--- src/rtl/mem_top.sv ---
// Memory-access pipeline stage: word loads/stores over an async-ready bus,
// misalignment detection, forwarding of the next result and the MEM/WB register.
module mem_top #(
    parameter logic [2:0] EXP_MISS_ALIGN = 3'd5
) (
    input  logic        clk,
    input  logic        reset,
    input  logic        stall,
    input  logic        flush,
    input  logic        int_detect,
    input  logic [29:0] ex_pc,
    input  logic        ex_en,
    input  logic        ex_br_flag,
    input  logic [1:0]  ex_mem_op,
    input  logic [31:0] ex_mem_wr_data,
    input  logic [1:0]  ex_ctrl_op,
    input  logic [4:0]  ex_dst_addr,
    input  logic        ex_gpr_we_,
    input  logic [2:0]  ex_exp_code,
    input  logic [31:0] ex_out,
    input  logic [31:0] bus_rd_data,
    input  logic        bus_rdy_,
    output logic        bus_as_,
    output logic        bus_rw,
    output logic [29:0] bus_addr,
    output logic [31:0] bus_wr_data,
    output logic        busy,
    output logic [31:0] fwd_data,
    output logic [29:0] mem_pc,
    output logic        mem_en,
    output logic        mem_br_flag,
    output logic [1:0]  mem_ctrl_op,
    output logic [4:0]  mem_dst_addr,
    output logic        mem_gpr_we_,
    output logic [2:0]  mem_exp_code,
    output logic [31:0] mem_out
);

    localparam logic [0:0] ST_IDLE   = 1'b0;
    localparam logic [0:0] ST_ACCESS = 1'b1;

    logic [0:0]  state_r;
    logic [0:0]  state_nxt_s;
    logic [29:0] addr_r;
    logic        rw_r;
    logic [31:0] wdata_r;
    logic        req_s;
    logic        miss_s;
    logic        acc_s;
    logic        is_load_s;
    logic        load_done_s;
    logic        busy_s;

    // Classify the instruction currently presented by EX/MEM.
    always_comb begin
        is_load_s = (ex_mem_op == 2'b01);
        req_s     = ex_en & (ex_exp_code == 3'd0) & ((ex_mem_op == 2'b01) | (ex_mem_op == 2'b10))
                    & ~flush & ~int_detect;
        miss_s    = req_s & (ex_out[1:0] != 2'b00);
        acc_s     = req_s & ~miss_s;
    end

    // Bus drive and next state; reset forces the bus idle without waiting for a clock.
    always_comb begin
        bus_as_     = 1'b1;
        bus_rw      = 1'b1;
        bus_addr    = 30'd0;
        bus_wr_data = 32'd0;
        busy_s      = 1'b0;
        load_done_s = 1'b0;
        state_nxt_s = state_r;
        if (reset) begin
            state_nxt_s = ST_IDLE;
        end else begin
            case (state_r)
                ST_IDLE: begin
                    if (acc_s) begin
                        bus_as_     = 1'b0;
                        bus_rw      = is_load_s;
                        bus_addr    = ex_out[31:2];
                        bus_wr_data = ex_mem_wr_data;
                        busy_s      = bus_rdy_;
                        load_done_s = ~bus_rdy_ & is_load_s;
                        state_nxt_s = bus_rdy_ ? ST_ACCESS : ST_IDLE;
                    end else begin
                        state_nxt_s = ST_IDLE;
                    end
                end
                ST_ACCESS: begin
                    bus_as_     = 1'b0;
                    bus_rw      = rw_r;
                    bus_addr    = addr_r;
                    bus_wr_data = wdata_r;
                    busy_s      = bus_rdy_;
                    load_done_s = ~bus_rdy_ & rw_r;
                    state_nxt_s = bus_rdy_ ? ST_ACCESS : ST_IDLE;
                end
                default: begin
                    state_nxt_s = ST_IDLE;
                end
            endcase
        end
    end

    // Forwarded value is exactly what mem_out will capture.
    always_comb begin
        busy = busy_s;
        if (load_done_s) begin
            fwd_data = bus_rd_data;
        end else if (miss_s) begin
            fwd_data = 32'd0;
        end else begin
            fwd_data = ex_out;
        end
    end

    // FSM state plus a copy of the bus request so a wait-stated cycle stays stable on the bus.
    always_ff @(posedge clk or posedge reset) begin
        if (reset) begin
            state_r <= ST_IDLE;
            addr_r  <= 30'd0;
            rw_r    <= 1'b1;
            wdata_r <= 32'd0;
        end else begin
            state_r <= state_nxt_s;
            if ((state_r == ST_IDLE) && acc_s && bus_rdy_) begin
                addr_r  <= ex_out[31:2];
                rw_r    <= is_load_s;
                wdata_r <= ex_mem_wr_data;
            end
        end
    end

    // MEM/WB register: stall holds, flush/interrupt clears, an outstanding access inserts a bubble.
    always_ff @(posedge clk or posedge reset) begin
        if (reset) begin
            mem_pc       <= 30'd0;
            mem_en       <= 1'b0;
            mem_br_flag  <= 1'b0;
            mem_ctrl_op  <= 2'b00;
            mem_dst_addr <= 5'd0;
            mem_gpr_we_  <= 1'b1;
            mem_exp_code <= 3'd0;
            mem_out      <= 32'd0;
        end else if (stall) begin
            mem_pc       <= mem_pc;
        end else if (flush | int_detect | busy_s) begin
            mem_pc       <= 30'd0;
            mem_en       <= 1'b0;
            mem_br_flag  <= 1'b0;
            mem_ctrl_op  <= 2'b00;
            mem_dst_addr <= 5'd0;
            mem_gpr_we_  <= 1'b1;
            mem_exp_code <= 3'd0;
            mem_out      <= 32'd0;
        end else begin
            mem_pc       <= ex_pc;
            mem_en       <= ex_en;
            mem_br_flag  <= ex_br_flag;
            mem_ctrl_op  <= ex_ctrl_op;
            mem_dst_addr <= ex_dst_addr;
            mem_gpr_we_  <= miss_s ? 1'b1 : ex_gpr_we_;
            mem_exp_code <= miss_s ? EXP_MISS_ALIGN : ex_exp_code;
            mem_out      <= fwd_data;
        end
    end

endmodule

--- config.mk ---
export PLATFORM = sky130hd
export DESIGN_NAME = mem_top
export DESIGN_NICKNAME = d
export VERILOG_FILES = /design/src/rtl/mem_top.sv
export SDC_FILE = /design/constraint.sdc
export NUM_CORES = 1
export LEC_CHECK = 0
export CAP_MARGIN = 30
export CORE_ASPECT_RATIO = 1.25
export CORE_MARGIN = 3
export CORE_UTILIZATION = 46
export DETAILED_ROUTE_END_ITERATION = 16
export PLACE_DENSITY = 0.9
export SLEW_MARGIN = 20
export SYNTH_ARGS = -nofsm -noshare
export SYNTH_HDL_FRONTEND = slang
export SYNTH_SLANG_ARGS = --single-unit
export TNS_END_PERCENT = 100
--- constraint.sdc ---
create_clock -name clk -period 15.5 [get_ports clk]
set_clock_uncertainty 0.2 [all_clocks]
set_input_delay 3.1 -clock clk [delete_from_list [all_inputs] [get_ports clk]]
set_output_delay 3.1 -clock clk [all_outputs]
set_load 0.01 [all_outputs]
==> impl_metrics.toml <==
[clock_network]
htree_num_levels = 4
clkTransAtPathRegs_ns = 0.06
cts-resized-gates = 0
hold_buffers = 0
cts_setup_buffers = 0
cts_buffer_depth = 2
clock_latency_ns = 0.41
cts.sinks = 139
cts-root-buf = "clkbuf_16"
numCtsBuffers = 17
cts_tree = "done"

[timing]
fin_worst_hold_slack_ns = 0.2928
fin_crit_sh_pct = 61.17
tightest_slew_ns = 0.8442
relSlewSlack_pct = 43.72
min_period_ns = 9.482
rsz0062_at_grt = "false"
report.final.slew_viol_count = 0
setup_violations = 0
tns_ns = 0
fmax_mhz = 105.5
hold_viol = 0

[setup_path]
cp-end-kind = "output port"
critical_path_class = "in2out"
reg2reg_slack_ns = 12.67
worstSetupStartpointType = "input pin"
rr_endpoint = "mem_out[3]"
rr_worst_depth = 6
cp_max_fo = 62
r2r_start = "state_r"
cp.arrival_ns = 6.18
cp.required_ns = 12.20

[yosys]
ys_seq_elements = 139
ys.flop_type = "dfrtp_1"
ys_seq_area_share_pct = 48.61
ys_async_sr_fraction_pct = 100.0
synth_edf_count = 0
netlist_instances = 696
syn_area_sq_mm = 0.007161
yosys_warnings = 0
synth_nets = 844
synth_cell_type_count = 39
syn_area_per_cell_sq_um = 10.29

[power]
switching_share_pct = 25.41
p_int_uw = 713.7
leakagePower_nw = 4.694
max-vdd-ir-drop_mv = 0.06906
power.switching_uw = 243.1
clkPwrFrac_pct = 44.9
power_frac_comb_pct = 14.7
power_density_mw_per_mm2 = 85.95
p_seq_share_pct = 40.4
p_total_uw = 956.9

[drt]
top_layer = "met4"
wl_met2_um = 12790
post_drt_wl_per_cell_um = 20.99
vias = 7156
dr.first_iter.drc_count = 486
drtAntennaViolNets = 0
drtPass1Iterations = 5
drc_errors = 0
drt-met1-wl_um = 9815
wl_um = 25310
vias_per_cell = 5.934
dr_wl_met3_um = 1772

[die]
num_io_pins = 319
dieArea_sq_mm = 0.01711
die_y_um = 145.5
fp.coreArea_sq_mm = 0.01514
rows = 50
start_util_pct = 47.30
die_w_um = 117.6

[cells_and_area]
layout-drive-gt1-share_pct = 13.23
num_antenna_cells = 0
nets = 1133
fill_cells = 1066
final_common_cell = "clkdlybuf4s50_1"
multi_input_area_sq_mm = 0.003422
layout_common_cells = "316 x clkdlybuf4s50_1, 136 x dfrtp_1, 88 x a22oi_1"
area_growth_pct = 55.48
regArea_sq_mm = 0.003482

[global_route]
grt_first_pass_wirelength_um = 39850
grt_pass1_vias = 7292
grt_usage_pct = 28.86
grt_max_degree = 90
antenna_found_initial = 0
grt-ovfl-total = 0

[outcome]
outcome = "complete, no violations"

[worst_hold_path]
hold_depth = 2
min_to = "mem_exp_code[2]"
hp-class = "reg2reg"
min-delay-start = "mem_exp_code[2]"

[run]
maxCapViolations = 0

[place]
place_congestion = 0.8087
port_buffers = 318
dp.final_hpwl_um = 16960
[worst max-delay path by stage]
| stage | start | end | slack [ns] | cells past startpoint |
|---|---|---|---|---|
| floorplan | reset | bus_rw | 5.27 | 3 |
| global placement | ex_mem_op[1] | fwd_data[4] | 5.51 | 9 |
| detailed placement | ex_mem_op[1] | bus_addr[18] | 6.03 | 9 |
| CTS | ex_mem_op[1] | bus_addr[0] | 6.02 | 9 |
| global route | ex_mem_op[1] | bus_addr[4] | 5.86 | 9 |
| finish | ex_mem_op[1] | bus_addr[25] | 6.02 | 9 |
[metrics by stage]
step	instances	setup slack (ns)	util [%]	cell area, sq um
2_1_floorplan	696	5.269	-	7161
3_3_place_gp	1169	5.506	68.83	10420
4_1_cts	1205	6.021	73.36	11110
3_5_place_dp	1173	6.026	69.30	10490
5_1_grt	1206	5.859	73.54	11130
6_report	1206	6.018	73.54	11130
[worst max-delay path, stage by stage]
cell,delay (ns)
clkdlybuf4s50_1,0.46
inv_1,0.04
ha_1,0.30
or3b_2,0.55
nor3_4,0.20
buf_4,0.55
a22oi_1,0.14
nor2_1,0.20
clkdlybuf4s50_1,0.57
[power by group through the flow]
stage	clock network, mW	logic [mW]	registers, mW
after floorplan	0	0.0439	0.396
after global placement	0	0.137	0.392
after detailed placement	0	0.140	0.392
after CTS	0.435	0.141	0.386
after global routing	0.449	0.150	0.388
final	0.430	0.141	0.386
[cells in the mapped netlist, types with 3 or more instances]
| master | instances | share of area [%] |
|---|---|---|
| nor2b_1 | 4 | 0.35 |
| a21boi_0 | 30 | 3.1 |
| a32oi_1 | 30 | 3.7 |
| a21oi_1 | 6 | 0.42 |
| nor2_1 | 65 | 3.4 |
| buf_2 | 14 | 0.98 |
| buf_6 | 3 | 0.47 |
| o21ai_0 | 6 | 0.42 |
| a22oi_2 | 4 | 0.70 |
| inv_1 | 3 | 0.16 |
| mux2_2 | 64 | 10 |
| a22o_1 | 39 | 4.8 |
| dfrtp_1 | 137 | 48 |
| a22oi_1 | 88 | 9.2 |
| nand2_1 | 68 | 3.6 |
| clkbuf_1 | 45 | 2.4 |
| nand3_1 | 60 | 4.2 |
[kinds of logic (layout without fill, tap and decap cells)]
group | Yosys count | in the layout | synth area share, %
adders and majority gates | 1 | 1 | 0.1747
and+or+nand+nor | 217 | 217 | 13.98
muxes | 64 | 64 | 10.06
AOI/OAI and AO/OA | 210 | 210 | 23.20
DFF | 139 | 139 | 48.61
buffers and inverters | 65 | 367 | 3.966
[sequential cells by signal, indices dropped and copies added (netlist names)]
register,flops
mem_out,32
wdata_r,32
addr_r,30
mem_pc,30
mem_dst_addr,5
mem_exp_code,3
mem_ctrl_op,2
mem_br_flag,1
mem_en,1
mem_gpr_we_,1
rw_r,1
state_r,1
[area by class of cell]
class / instances / share of cell area [%]
Timing Repair Buffer: 332 / 29.98
Sequential cell: 139 / 31.28
Tap cell: 208 / 2.338
Clock inverter: 14 / 1.663
Clock buffer: 18 / 3.855
Multi-Input combinational cell: 492 / 30.74
Inverter: 3 / 0.1461
[routing by layer]
| metal | GRT usage [%] | vias up |
|---|---|---|
| met5 | 0 | - |
| met4 | 12.20 | 0 |
| met3 | 6.843 | 65 |
| met2 | 50.00 | 356 |
| met1 | 34.48 | 3541 |
| li1 | - | 3194 |
No activity file was read; power rests on OpenSTA's default activity.
